$ cat src/rtl/mem_access_if.sv
// Data-memory bus between the memory-access stage (master) and the data memory (slave).
// The request side is held stable from acceptance until ack; rdata is valid only with ack.
interface mem_access_if #(
    parameter int XLEN = 32
);
    logic            req;
    logic            we;
    logic [XLEN-1:0] addr;
    logic [XLEN-1:0] wdata;
    logic [3:0]      be;
    logic            ack;
    logic [XLEN-1:0] rdata;

    modport master (
        output req, we, addr, wdata, be,
        input  ack, rdata
    );

    modport slave (
        input  req, we, addr, wdata, be,
        output ack, rdata
    );
endinterface

$ cat src/rtl/mem_access.sv
// Memory-access pipeline stage: decodes loads/stores, runs a two-state bus FSM,
// formats store lanes, extends load data and registers the register-file writeback.
module mem_access #(
    parameter int XLEN = 32
) (
    input  logic              clk,
    input  logic              reset,
    input  logic              valid_in,
    input  logic [11:0]       operation,
    input  logic [XLEN-1:0]   resultALU,
    input  logic [4:0]        address_rd,
    input  logic [XLEN-1:0]   content_rs2,
    input  logic              wb_en_in,
    output logic              stall,
    mem_access_if.master      dmem,
    output logic              wb_valid,
    output logic [4:0]        wb_rd,
    output logic [XLEN-1:0]   wb_data,
    output logic              mem_fault
);

    typedef enum logic {IDLE, ACCESS} state_t;

    state_t state, next_state;

    logic [6:0]      opcode;
    logic [2:0]      funct3;
    logic [1:0]      lo;
    logic            is_load, is_store, is_mem;
    logic            illegal, misaligned, legal_mem, fault;
    logic [3:0]      st_be;
    logic [XLEN-1:0] st_wdata;

    logic [4:0]      rd_q;
    logic [2:0]      f3_q;
    logic [1:0]      lo_q;
    logic            ld_q;
    logic [XLEN-1:0] shifted, ld_data;
    logic            unused_bits;

    assign opcode      = operation[6:0];
    assign funct3      = operation[9:7];
    assign lo          = resultALU[1:0];
    assign unused_bits = ^operation[11:10];

    assign is_load  = (opcode == 7'b0000011);
    assign is_store = (opcode == 7'b0100011);
    assign is_mem   = is_load | is_store;

    // funct3[1:0] encodes access size for both loads and stores (00 byte, 01 half, 10 word)
    always_comb begin
        illegal    = 1'b0;
        misaligned = 1'b0;
        if (is_load)
            illegal = (funct3 == 3'b011) || (funct3 == 3'b110) || (funct3 == 3'b111);
        else if (is_store)
            illegal = funct3[2] || (funct3 == 3'b011);
        if (funct3[1:0] == 2'b01)
            misaligned = lo[0];
        else if (funct3[1:0] == 2'b10)
            misaligned = (lo != 2'b00);
    end

    assign legal_mem = is_mem && !illegal && !misaligned;
    assign fault     = valid_in && is_mem && (illegal || misaligned);

    always_comb begin
        st_be    = 4'b1111;
        st_wdata = content_rs2;
        if (is_store) begin
            case (funct3)
                3'b000: begin
                    st_be    = 4'b0001 << lo;
                    st_wdata = {4{content_rs2[7:0]}};
                end
                3'b001: begin
                    st_be    = 4'b0011 << lo;
                    st_wdata = {2{content_rs2[15:0]}};
                end
                default: begin
                    st_be    = 4'b1111;
                    st_wdata = content_rs2;
                end
            endcase
        end
    end

    always_ff @(posedge clk) begin
        if (!reset)
            state <= IDLE;
        else
            state <= next_state;
    end

    // stall is forced low during reset so upstream never waits on an aborted access
    always_comb begin
        next_state = state;
        stall      = 1'b0;
        case (state)
            IDLE: begin
                if (valid_in && legal_mem) begin
                    next_state = ACCESS;
                    stall      = reset;
                end
            end
            ACCESS: begin
                if (dmem.ack)
                    next_state = IDLE;
                else
                    stall = reset;
            end
            default: next_state = IDLE;
        endcase
    end

    assign shifted = dmem.rdata >> {lo_q, 3'b000};

    always_comb begin
        case (f3_q)
            3'b000:  ld_data = {{24{shifted[7]}}, shifted[7:0]};
            3'b001:  ld_data = {{16{shifted[15]}}, shifted[15:0]};
            3'b100:  ld_data = {24'b0, shifted[7:0]};
            3'b101:  ld_data = {16'b0, shifted[15:0]};
            default: ld_data = shifted;
        endcase
    end

    // Bus request and writeback registers; wb_valid and mem_fault default low so they pulse
    always_ff @(posedge clk) begin
        if (!reset) begin
            dmem.req   <= 1'b0;
            dmem.we    <= 1'b0;
            dmem.be    <= 4'b0000;
            dmem.addr  <= '0;
            dmem.wdata <= '0;
            wb_valid   <= 1'b0;
            wb_rd      <= 5'd0;
            wb_data    <= '0;
            mem_fault  <= 1'b0;
            rd_q       <= 5'd0;
            f3_q       <= 3'b000;
            lo_q       <= 2'b00;
            ld_q       <= 1'b0;
        end else begin
            wb_valid  <= 1'b0;
            mem_fault <= 1'b0;
            if (state == IDLE) begin
                if (valid_in && legal_mem) begin
                    dmem.req   <= 1'b1;
                    dmem.we    <= is_store;
                    dmem.be    <= st_be;
                    dmem.addr  <= {resultALU[XLEN-1:2], 2'b00};
                    dmem.wdata <= st_wdata;
                    rd_q       <= address_rd;
                    f3_q       <= funct3;
                    lo_q       <= lo;
                    ld_q       <= is_load;
                end else if (fault) begin
                    mem_fault <= 1'b1;
                end else if (valid_in && !is_mem && wb_en_in && address_rd != 5'd0) begin
                    wb_valid <= 1'b1;
                    wb_rd    <= address_rd;
                    wb_data  <= resultALU;
                end
            end else if (dmem.ack) begin
                dmem.req <= 1'b0;
                dmem.we  <= 1'b0;
                if (ld_q && rd_q != 5'd0) begin
                    wb_valid <= 1'b1;
                    wb_rd    <= rd_q;
                    wb_data  <= ld_data;
                end
            end
        end
    end

endmodule

$ cat src/flat_wrapper.sv
// flat-port wrapper written by rule: the top's interface ports become plain ports
module mem_access_flat 
#(
    parameter int XLEN = 32
)
  (clk, reset, valid_in, operation, resultALU, address_rd, content_rs2, wb_en_in, stall, wb_valid, wb_rd, wb_data, mem_fault, dmem_req, dmem_we, dmem_addr, dmem_wdata, dmem_be, dmem_ack, dmem_rdata);
  mem_access_if #(.XLEN(XLEN)) dmem_i ();
  input  logic clk;
  input  logic reset;
  input  logic valid_in;
  input  logic [11:0] operation;
  input  logic [XLEN-1:0] resultALU;
  input  logic [4:0] address_rd;
  input  logic [XLEN-1:0] content_rs2;
  input  logic wb_en_in;
  output logic stall;
  output logic wb_valid;
  output logic [4:0] wb_rd;
  output logic [XLEN-1:0] wb_data;
  output logic mem_fault;
  output wire logic [$bits(dmem_i.req)-1:0] dmem_req;
  output wire logic [$bits(dmem_i.we)-1:0] dmem_we;
  output wire logic [$bits(dmem_i.addr)-1:0] dmem_addr;
  output wire logic [$bits(dmem_i.wdata)-1:0] dmem_wdata;
  output wire logic [$bits(dmem_i.be)-1:0] dmem_be;
  input wire logic [$bits(dmem_i.ack)-1:0] dmem_ack;
  input wire logic [$bits(dmem_i.rdata)-1:0] dmem_rdata;
  assign dmem_req = dmem_i.req;
  assign dmem_we = dmem_i.we;
  assign dmem_addr = dmem_i.addr;
  assign dmem_wdata = dmem_i.wdata;
  assign dmem_be = dmem_i.be;
  assign dmem_i.ack = dmem_ack;
  assign dmem_i.rdata = dmem_rdata;
  mem_access #(.XLEN(XLEN)) u_core (.clk(clk), .reset(reset), .valid_in(valid_in), .operation(operation), .resultALU(resultALU), .address_rd(address_rd), .content_rs2(content_rs2), .wb_en_in(wb_en_in), .stall(stall), .dmem(dmem_i), .wb_valid(wb_valid), .wb_rd(wb_rd), .wb_data(wb_data), .mem_fault(mem_fault));
endmodule
$ cat config.mk
export PLATFORM = sky130hd
export DESIGN_NAME = mem_access_flat
export DESIGN_NICKNAME = d
export VERILOG_FILES = /design/src/rtl/mem_access_if.sv /design/src/rtl/mem_access.sv /design/src/flat_wrapper.sv
export SDC_FILE = /design/constraint.sdc
export NUM_CORES = 1
export LEC_CHECK = 0
export BUFFER_PORTS_ARGS = -buffer_cell sky130_fd_sc_hd__buf_2
export CORE_MARGIN = 2
export CORE_UTILIZATION = 45
export CTS_BUF_LIST = sky130_fd_sc_hd__clkbuf_2
export DETAILED_ROUTE_END_ITERATION = 8
export PLACE_DENSITY = 0.81
export SETUP_SLACK_MARGIN = 0.05
export SLEW_MARGIN = 10
export SYNTH_ARGS = -nofsm -noshare
export SYNTH_HDL_FRONTEND = slang
export SYNTH_SLANG_ARGS = --single-unit
$ cat constraint.sdc
create_clock -name clk -period 2.2 [get_ports clk]
set_input_delay 0.22 -clock clk [delete_from_list [all_inputs] [get_ports clk]]
set_output_delay 0.22 -clock clk [all_outputs]
set_load 0.02 [all_outputs]
==> results.md <==
* Flop pwr share at 46.9%
* Final critical-path setup slack at 0.01493 ns
* Top FF cell, synth: dfxtp_1
* Vias/cell at 5.833
* Clock sinks at 119
* Register Area at 2385 um^2
* Number of diodes at 0
* CP Cell Sequence: nand2b_4 > a2111o_2 > a21oi_2 > buf_6
* Worst Max-Slew Pin Slew at 0.6073 ns
* Initial DRC count at 809
* Internal at 3.495 mW
* CP bufs+invs at 1
* Synth Instances at 747
* Largest net degree at the start of global routing at 56
* Post-Place Worst Slack at -0.08415 ns
* Crit path DAT at 1.97 ns
* RSZ-0062 raised after global routing: true
* # IOs at 228
* Starting Density at 45.64%
* Outcome: finished, final reports clean
* Slew headroom at 59.36%
* Logic gate share of total power at 14.9%
* Gr usage total at 30.15%
* Crit. End Element: output pin
* Crit start category: register
* Layout cell share with drive strength beyond 1 at 29.00%
* Post-DP HPWL at 13730 um
* Rows at 42
* First-pass GRT wire length at 34180 um
* Post-route ant nets at 0
* Initial antenna violation count at 0
* Worst Path Class, Setup: register to output pin
* Routed wire length at 22310 um
* Netlist cell types at 41
* FF-to-FF path depth at 7
* Layout net count at 1169
* R2r endpoint: u_core.dmem.wdata[29]$_SDFFE_PN0P_
* Yosys reg bits at 119
* CTS H-tree depth at 4
* Overall power at 4.752 mW
* Number of enable flip-flop cells after synthesis at 0
* CTS Buf Count at 17
* Count of pins over their slew limit at 0
* Req. time, crit path at 1.98 ns
* Syn Area/Cell at 8.026 um^2
* Ys Warns at 0
* DRC violations left at 0
* Switching Fraction at 26.44%
* Clk slew on worst S/H paths at 0.21 ns
* FF-to-FF setup slack at 0.08 ns
* CORE AREA at 13140 um^2
* Final hold slack at 0.01701 ns
* Final Hold Fails at 0
* Endpoint, Worst Hold: u_core.wb_data[10]$_SDFFE_PN0P_
* Slowest CP cell: a2111o_2
* WHS Path Cells at 5
* Die W at 119.4 um
* Async SR Flop Fraction at 0%
* Grt total ovfl at 0
* Clock buffer depth at 2
* Leakage at 3.635 nW
* Worst skew pair latency at 0.75 ns
* HP Start: dmem_rdata[18]
* Worst path max stage delay at 0.44 ns
* Die height at 119.4 um
* Tmin final at 2.185 ns
* Area of the multi-input gates at 3214 um^2
* # setup viols final at 0
* Routed vias at 7221
* Setup TNS at 0 ns
* Fillers at 1049
* Routed len/inst at 18.02 um
* Tightest Hold Check Type: primary input to register
* Clock skew at 0.03374 ns
* Total Die Area at 14260 um^2
* Psw at 1.256 mW
* Reg2reg start: u_core.state$_SDFF_PN0_
* Fmax achieved at 0.4577 GHz
* Clock network fraction of total power at 38.2%
* Worst path top cell family by delay: compound AO/OA/AOI/OAI gates
* Final Cycle Share at 99.32%
* Placer Congestion at 0.8929
* Cell area after technology mapping at 5996 um^2
* CTS root buf: clkbuf_2
* PortBufs at 223
* Maximum capacitance violations at 0
* DRT Pass-1 Iters at 6
* Seq/Total Area, Yosys at 39.73%
* Vias in the first global route at 6735
* VDD IR max at 0.3957 mV
* Crit Path Max Fanout at 2
* Pwr Density at 545.4 nW/um^2
* TritonCTS clock tree: built
* Syn-to-layout area delta at 45.30%
## cell families after synthesis
kind of cell	count (synthesis)	synth area share [%]
compound gates	272	30.20
simple gates	209	15.88
flops	119	39.73
buf+inv	104	6.928
mux	41	7.053
xor+xnor	1	0.1461
other cells	1	0.06254
## worst min-delay path: stages
cell,delay (ns)
buf_2,0.11
mux2i_1,0.14
o211ai_1,0.09
nand3b_1,0.09
a311oi_1,0.10
## repair_timing
item                                    in CTS  in global routing
hold buffers                                98                  0
gates resized for setup                      4                  2
buffers inserted                             3                  5
cloned                                       0                  2
pin swaps                                    2                  3
endpoints found under the setup margin       1                  8
endpoints found under the hold margin      113                  0
## synthesized netlist by cell type (2+ instances only)
master	number	share of area (%)
a211oi_1	45	5.6
a21oi_1	74	6.2
a221o_1	2	0.33
a22o_1	7	1.0
a311oi_1	8	1.2
a31oi_1	24	2.5
buf_1	3	0.19
buf_2	14	1.2
buf_4	2	0.25
clkbuf_1	59	3.7
dfxtp_1	119	40
inv_1	25	1.6
mux2i_1	40	6.7
nand2_1	129	8.1
nand2b_1	10	1.0
nand3_1	2	0.17
nand3b_1	16	2.0
nor2_1	21	1.3
nor2b_1	14	1.5
nor3_1	6	0.50
o2111ai_1	17	2.5
o211ai_1	21	2.6
o21ai_0	37	3.1
o31ai_1	30	3.8
or2_2	2	0.21
or3b_2	2	0.29
or4_1	4	0.50
## how the worst max path moves through the flow
stage                                       start  cells past startpoint  slack [ns]                                  to
after floorplan                      resultALU[1]                      5        0.11                               stall
after global placement               operation[3]                      6        0.05  u_core.dmem.wdata[21]$_SDFFE_PN0P_
after detailed placement             operation[3]                      6       -0.08  u_core.dmem.wdata[19]$_SDFFE_PN0P_
after CTS                 u_core.state$_SDFF_PN0_                      4       -0.02                               stall
after global routing      u_core.state$_SDFF_PN0_                      4       -0.06                               stall
final                     u_core.state$_SDFF_PN0_                      4        0.01                               stall
## cells in the final DEF (no fill, tap or decap), types with 2 or more instances in the layout
| master | instances |
|---|---|
| buf_2 | 222 |
| nand2_1 | 129 |
| dfxtp_1 | 117 |
| dlygate4sd3_1 | 96 |
| a21oi_1 | 73 |
| a211oi_1 | 45 |
| mux2i_1 | 40 |
| o21ai_0 | 36 |
| buf_4 | 35 |
| o31ai_1 | 30 |
| inv_1 | 24 |
| a31oi_1 | 24 |
| nor2_1 | 21 |
| o211ai_1 | 21 |
| clkbuf_2 | 19 |
| o2111ai_1 | 17 |
| nand3b_1 | 16 |
| nor2b_1 | 14 |
| nand2b_1 | 9 |
| a311oi_1 | 8 |
| a22o_1 | 7 |
| nor3_1 | 6 |
| bufinv_16 | 6 |
| buf_12 | 5 |
| or4_1 | 4 |
| clkinv_2 | 3 |
| clkinv_1 | 3 |
| buf_6 | 3 |
| a221o_1 | 2 |
| a21oi_2 | 2 |
| nand3_1 | 2 |
| or3b_2 | 2 |
| or2_2 | 2 |
| conb_1 | 2 |
| dfxtp_2 | 2 |
## state kept, by name, summed over array words and instances, names as in the netlist
signal,flops
u_core.ld_q,1
u_core.wb_data,32
u_core.mem_fault,1
u_core.dmem.req,1
u_core.dmem.wdata,32
u_core.wb_rd,5
u_core.dmem.addr,30
u_core.state,1
u_core.dmem.be,4
u_core.wb_valid,1
u_core.dmem.we,1
u_core.f3_q,3
u_core.lo_q,2
u_core.rd_q,5
## area by class of cell
| type | instances | share of cell area, % |
|---|---|---|
| timing repair buffer | 362 | 28.62 |
| multi-input combinational | 525 | 36.89 |
| tap | 176 | 2.528 |
| inverter | 26 | 1.135 |
| clock inverter | 11 | 2.355 |
| clock buffer | 19 | 1.091 |
| sequential | 119 | 27.37 |
## power by group through the flow
stage / Sequential (mW) / Combinational (mW) / Clock (mW)
after detailed placement: 2.27 / 0.550 / 0
final: 2.23 / 0.709 / 1.82
after CTS: 2.22 / 0.683 / 1.83
after global routing: 2.23 / 0.754 / 1.93
after global placement: 2.27 / 0.546 / 0
after floorplan: 2.32 / 0.230 / 0
## metal layers
| layer | share of wire [%] | vias to the layer above | GRT usage, % |
|---|---|---|---|
| li1 | - | 3321 | - |
| met1 | 39 | 3338 | 36.70 |
| met2 | 47 | 453 | 48.38 |
| met3 | 9.3 | 109 | 8.621 |
| met4 | 4.6 | 0 | 15.81 |
| met5 | 0 | - | 0 |
## metrics by stage
step,instances,utilization (%),area (um^2)
after floorplan,748,-,6003
after global placement,1102,55.93,7348
after detailed placement,1102,55.93,7348
after CTS,1233,65.96,8666
after global routing,1238,66.31,8712
final,1238,66.31,8712
(Power assumes the default switching activity.)
